--- config.mk ---
export PLATFORM = sky130hd
export DESIGN_NAME = divider_controller
export DESIGN_NICKNAME = d
export VERILOG_FILES = /design/src/rtl/divider_controller_pkg.sv /design/src/rtl/divider_iter_counter.sv /design/src/rtl/divider_controller.sv
export SDC_FILE = /design/constraint.sdc
export NUM_CORES = 1
export LEC_CHECK = 0
export CAP_MARGIN = 0
export CORE_AREA = 4 4 41 43
export DETAILED_ROUTE_END_ITERATION = 8
export DIE_AREA = 0 0 45 47
export GPL_TIMING_DRIVEN = 0
export PLACE_DENSITY_LB_ADDON = 0.05
export SETUP_SLACK_MARGIN = 0.4
export SYNTH_ARGS = -nofsm -noshare
export SYNTH_HDL_FRONTEND = slang
export SYNTH_SLANG_ARGS = --single-unit
--- constraint.sdc ---
create_clock -name clk -period 1.55 [get_ports clk]
set_input_delay 0.31 -clock clk [delete_from_list [all_inputs] [get_ports clk]]
set_output_delay 0.31 -clock clk [all_outputs]
set_load 0.1 [all_outputs]
--- src/rtl/divider_controller_pkg.sv ---
// rtl/divider_controller_pkg.sv - shared constants and strobe decode for the restoring divider controller
package divider_controller_pkg;

  localparam int N_DEF     = 6;
  localparam int CNT_W_DEF = 3;

  localparam logic [2:0] S_IDLE   = 3'd0;
  localparam logic [2:0] S_LD_DVD = 3'd1;
  localparam logic [2:0] S_LD_DVS = 3'd2;
  localparam logic [2:0] S_LD_A   = 3'd3;
  localparam logic [2:0] S_SHIFT  = 3'd4;
  localparam logic [2:0] S_TEST   = 3'd5;
  localparam logic [2:0] S_DONE   = 3'd6;

  localparam logic [1:0] SEL_ZERO = 2'b00;
  localparam logic [1:0] SEL_DVD  = 2'b01;
  localparam logic [1:0] SEL_DVS  = 2'b10;

  typedef struct packed {
    logic       ald;
    logic       ash;
    logic       qld;
    logic       qsh;
    logic       dvs_ld;
    logic       mux_sel;
    logic [1:0] in_sel;
  } ctrl_t;

  // Datapath strobes are a pure decode of state; only Ald in TEST looks at the
  // subtractor sign (load the difference when A >= Divisor, else restore by not loading).
  function automatic ctrl_t ctrl_decode(input logic [2:0] state, input logic sign);
    ctrl_t c;
    c = '0;
    case (state)
      S_LD_DVD: begin
        c.in_sel = SEL_DVD;
        c.qld    = 1'b1;
      end
      S_LD_DVS: begin
        c.in_sel = SEL_DVS;
        c.dvs_ld = 1'b1;
      end
      S_LD_A: begin
        c.in_sel  = SEL_ZERO;
        c.mux_sel = 1'b1;
        c.ald     = 1'b1;
      end
      S_SHIFT: begin
        c.ash = 1'b1;
      end
      S_TEST: begin
        c.qsh     = 1'b1;
        c.mux_sel = 1'b0;
        c.ald     = ~sign;
      end
      default: c = '0;
    endcase
    return c;
  endfunction

endpackage

--- src/rtl/divider_iter_counter.sv ---
// rtl/divider_iter_counter.sv - iteration counter with clear, increment and terminal flag
module divider_iter_counter
  import divider_controller_pkg::*;
#(
  parameter int N     = N_DEF,
  parameter int CNT_W = CNT_W_DEF
) (
  input  logic clk,
  input  logic rst,
  input  logic i_clr,
  input  logic i_inc,
  output logic o_terminal
);

  logic [CNT_W-1:0] r_count;

  // Clear has priority over increment; reset is synchronous active-low.
  always_ff @(posedge clk) begin
    if (!rst) begin
      r_count <= '0;
    end else if (i_clr) begin
      r_count <= '0;
    end else if (i_inc) begin
      r_count <= r_count + 1'b1;
    end
  end

  assign o_terminal = (r_count == CNT_W'(N - 1));

endmodule

--- src/rtl/divider_controller.sv ---
// rtl/divider_controller.sv - control FSM for the 6-bit restoring divider datapath
module divider_controller
  import divider_controller_pkg::*;
#(
  parameter int N     = N_DEF,
  parameter int CNT_W = CNT_W_DEF
) (
  input  logic       clk,
  input  logic       rst,
  input  logic       start,
  input  logic       sub_out_sign_bit,
  input  logic       in_bus_zero,
  output logic       Ald,
  output logic       Ash,
  output logic       Qld,
  output logic       Qsh,
  output logic       Divisor_ld,
  output logic       mux_sel,
  output logic [1:0] in_sel,
  output logic       ready,
  output logic       busy,
  output logic       done,
  output logic       div_by_zero
);

  logic [2:0] r_state;
  logic [2:0] w_next;
  logic       r_dbz;
  logic       w_term;
  ctrl_t      w_ctrl;

  divider_iter_counter #(
    .N     (N),
    .CNT_W (CNT_W)
  ) u_iter_counter (
    .clk        (clk),
    .rst        (rst),
    .i_clr      (r_state == S_LD_A),
    .i_inc      (r_state == S_TEST),
    .o_terminal (w_term)
  );

  // Next-state selection; start is only looked at in IDLE so requests while busy are dropped.
  always_comb begin
    w_next = r_state;
    case (r_state)
      S_IDLE:   if (start) w_next = S_LD_DVD;
      S_LD_DVD: w_next = S_LD_DVS;
      S_LD_DVS: w_next = in_bus_zero ? S_DONE : S_LD_A;
      S_LD_A:   w_next = S_SHIFT;
      S_SHIFT:  w_next = S_TEST;
      S_TEST:   w_next = w_term ? S_DONE : S_SHIFT;
      S_DONE:   w_next = S_IDLE;
      default:  w_next = S_IDLE;
    endcase
  end

  // State register; reset mid-operation simply drops back to IDLE without a done pulse.
  always_ff @(posedge clk) begin
    if (!rst) begin
      r_state <= S_IDLE;
    end else begin
      r_state <= w_next;
    end
  end

  // Divide-by-zero flag: raised when the divisor on the bus is zero, held until the next accepted start.
  always_ff @(posedge clk) begin
    if (!rst) begin
      r_dbz <= 1'b0;
    end else if (r_state == S_IDLE && start) begin
      r_dbz <= 1'b0;
    end else if (r_state == S_LD_DVS && in_bus_zero) begin
      r_dbz <= 1'b1;
    end
  end

  assign w_ctrl      = ctrl_decode(r_state, sub_out_sign_bit);
  assign Ald         = w_ctrl.ald;
  assign Ash         = w_ctrl.ash;
  assign Qld         = w_ctrl.qld;
  assign Qsh         = w_ctrl.qsh;
  assign Divisor_ld  = w_ctrl.dvs_ld;
  assign mux_sel     = w_ctrl.mux_sel;
  assign in_sel      = w_ctrl.in_sel;
  assign ready       = (r_state == S_IDLE);
  assign busy        = (r_state != S_IDLE) && (r_state != S_DONE);
  assign done        = (r_state == S_DONE);
  assign div_by_zero = r_dbz;

endmodule

==> results of run 1 <==
## repair_timing
action | in CTS | in global routing
gates cloned | 2 | 0
endpoints found under the hold margin | 0 | 0
setup endpoints to repair | 15 | 19
buffers inserted | 11 | 6
gates resized for setup | 114 | 20
pin swaps | 9 | 12
## path summary, 6_finish.rpt
| check | startpoint | to | slack, ps | depth (start not counted) |
|---|---|---|---|---|
| hold / removal | u_iter_counter.r_count[2] | u_iter_counter.r_count[2] | 540 | 2 |
| setup reg to reg | r_state[2] | div_by_zero | 140 | 7 |
| setup / recovery | r_state[1] | in_sel[0] | -160 | 5 |
| hold reg to reg | u_iter_counter.r_count[2] | u_iter_counter.r_count[2] | 540 | 2 |
## power breakdown
part / leakage, nW / switching [mW] / internal (mW) / total (mW)
Sequential: 0.0591 / 0.0169 / 0.199 / 0.216
Combinational: 0.388 / 0.558 / 0.431 / 0.989
Clock: 0.0150 / 0.0647 / 0.0980 / 0.163
## area by class of cell
class / instances / area share
plain buffers: 5 / 0.0698
clock buffers: 4 / 0.0236
inverters: 4 / 0.0191
multi-input cells: 36 / 0.318
flip-flops and latches: 7 / 0.132
well taps: 15 / 0.0169
repair buffers: 35 / 0.421
## placed cells by master (no fill, tap or decap), drive strengths merged
cell / synthesis / routed
or2b: 1 / 1
inv: 4 / 3
nand2b: 2 / 2
nand2: 3 / 3
a211oi: 2 / 2
o22a: 2 / 2
nor2: 8 / 8
or3: 1 / 1
nor3b: 2 / 2
clkbuf: 0 / 4
o21ai: 3 / 3
and2: 1 / 1
xnor2: 2 / 2
clkdlybuf4s50: 0 / 4
ha: 2 / 2
buf: 5 / 36
dfxtp: 7 / 7
nor3: 2 / 2
a21oi: 2 / 2
nand3b: 1 / 1
and3b: 2 / 2
clkinvlp: 0 / 1
## layer usage
metal	share of wire	up-vias
li1	-	251
met1	0.38	257
met2	0.50	21
met3	0.057	10
met4	0.065	0
met5	0	-
## state kept, by name (all words and copies together) (netlist names)
name and cells:
r_state 3, u_iter_counter.r_count 3, div_by_zero 1
## cells in the mapped netlist
| master | instances |
|---|---|
| a211oi_1 | 1 |
| nand2b_1 | 2 |
| dfxtp_1 | 7 |
| nor3_2 | 1 |
| nor2_1 | 8 |
| nand2_2 | 1 |
| nand3b_1 | 1 |
| nor3_1 | 1 |
| inv_2 | 1 |
| buf_4 | 3 |
| and3b_1 | 2 |
| ha_1 | 2 |
| o21ai_0 | 1 |
| nor3b_4 | 1 |
| o21ai_1 | 2 |
| and2_1 | 1 |
| nor3b_1 | 1 |
| or3_1 | 1 |
| a211oi_2 | 1 |
| inv_1 | 3 |
| o22a_1 | 2 |
| xnor2_1 | 2 |
| buf_6 | 2 |
| or2b_1 | 1 |
| a21oi_1 | 2 |
| nand2_1 | 2 |
## tightest hold or removal path, cell delays in order (launching register included)
cell and delay (ps):
dfxtp_1 320, o21ai_0 110, a21oi_2 60
## cells by family after synthesis
family,after synthesis,synth area share
XOR/XNOR,2,0.0391
buffers and inverters,9,0.134
flip-flops,7,0.313
adder cells (fa/ha/maj),2,0.0559
AND/OR/NAND/NOR,23,0.318
AO/OA/AOI/OAI,9,0.140
## through the flow
| step | instances | setup WS, ps | total power, mW |
|---|---|---|---|
| after floorplan | 52 | -381 | 0.759 |
| after global placement | 83 | -905 | 0.875 |
| after detailed placement | 83 | -906 | 0.875 |
| after CTS | 100 | -153 | 1.25 |
| after global routing | 106 | -212 | 1.42 |
| final | 106 | -162 | 1.37 |
==> metrics.yaml, run 1 <==
route:
  wl_per_cell_um: 16.1
  drt.antenna.violating_nets: 0
  wl_mm: 1.71
  drt_iter0_drc: 1
  drc: 0
  first_pass_iters: 4
  vias: 539
  via_per_inst: 5.08
global_route:
  grt_use_met1: 0.179
  antenna_found_initial: 0
  grt_max_degree: 8
  grtUsageMet2: 0.192
  grt_pass1_vias: 448
  top_usage_layer: "met2"
  grtUsageMet3: 0.0345
  grt.total_usage: 0.125
  grt_overflow: 0
  grt_pass1_wl_mm: 1.99
worst_setup_path:
  critPathLaunchType: "flop"
  crit_fanout: 5
  path_common_cell: "buf_12"
  crit_path_end_kind: "output port"
  crit_chain: "buf_6 > or2b_1 > nor2_4 > buf_12 > buf_12"
  critPathSlowestCell: "dfxtp_2"
  critPathRequiredTime_ps: 1240
  crit_buf_inv: 3
  max_stage_delay_ps: 320
  crit_type: "flop to output port"
  crit_family: "simple AND/OR/NAND/NOR gates"
  arrival_ps: 1400
cts:
  cts_root_buffer: "clkbuf_4"
  cts_num_sinks: 7
  clk_pin_slew_ps: 50
  cts.path.max_buffers: 2
  clkLatencyLatePin_ps: 250
  cts_tree: "done"
  ctsHoldBuffers: 0
  cts_buffers: 3
  htreeDepth: 1
timing:
  setup-tns-final_ps: -970
  setup_viol: 10
  clock_skew_ps: 8.48
  fin_crit_sh: 1.10
  slew_headroom: 0.781
  fmax_mhz: 584
  fin_ws_ps: -162
  holdWs_ps: 537
  worstMarginPinSlew_ps: 328
  min_period_ps: 1710
  drv_slew: 0
  rsz0062_at_grt: "true"
  finalHoldViolations: 0
power:
  cellLeakagePower_nw: 0.462
  ir_drop_uv: 744
  power.density_nw_per_um2: 1230
synthesis:
  synthesis.area_um2: 448
  yosysSeqAreaShare: 0.313
  synth_top_area_cell: "dfxtp_1"
  synth_cells: 52
  synth_cell_types: 26
  synth.avg_cell_area_um2: 8.61
  yosys_warnings: 0
  synth_top_area_frac: 0.313
  ys_ff_latch: 7
  syn_nets: 59
  yosys-top-cells-area: "dfxtp_1, nor2_1, ha_1"
floorplan:
  die_w_um: 45
  start_util: 0.344
  ios: 17
  dieArea_um2: 2120
  coreArea_um2: 1300
  die_h_um: 47
  rows: 13
final_layout:
  fillers: 76
  multi_input_area_um2: 353
  antenna_cells: 0
  syn2layout_area_growth_pct: 148
  drive_above_1_share: 0.725
  final_area_um2: 1110
  seqCellArea_um2: 146
  nets: 99
  final_util: 0.854
outcome:
  status: "finished, violations left"
  violations: "negative setup slack"
place:
  place_area_um2: 723
  dp_hpwl_um: 749
  io_buffer_count: 16
  gp_congestion: 0.670
min_path:
  hp-class: "flop to flop"
flow_run:
  max_cap_viol_count: 0
No activity file was read; power rests on OpenSTA's default activity.
==> run 2, diff against run 1 <==
--- a/config.mk
+++ b/config.mk
@@ -12,6 +12,7 @@
 export GPL_TIMING_DRIVEN = 0
 export PLACE_DENSITY_LB_ADDON = 0.05
 export SETUP_SLACK_MARGIN = 0.4
+export SLEW_MARGIN = 10
 export SYNTH_ARGS = -nofsm -noshare
 export SYNTH_HDL_FRONTEND = slang
 export SYNTH_SLANG_ARGS = --single-unit
==> results of run 2 <==
The final DEF is identical to that of run 1; final timing and power are the same.
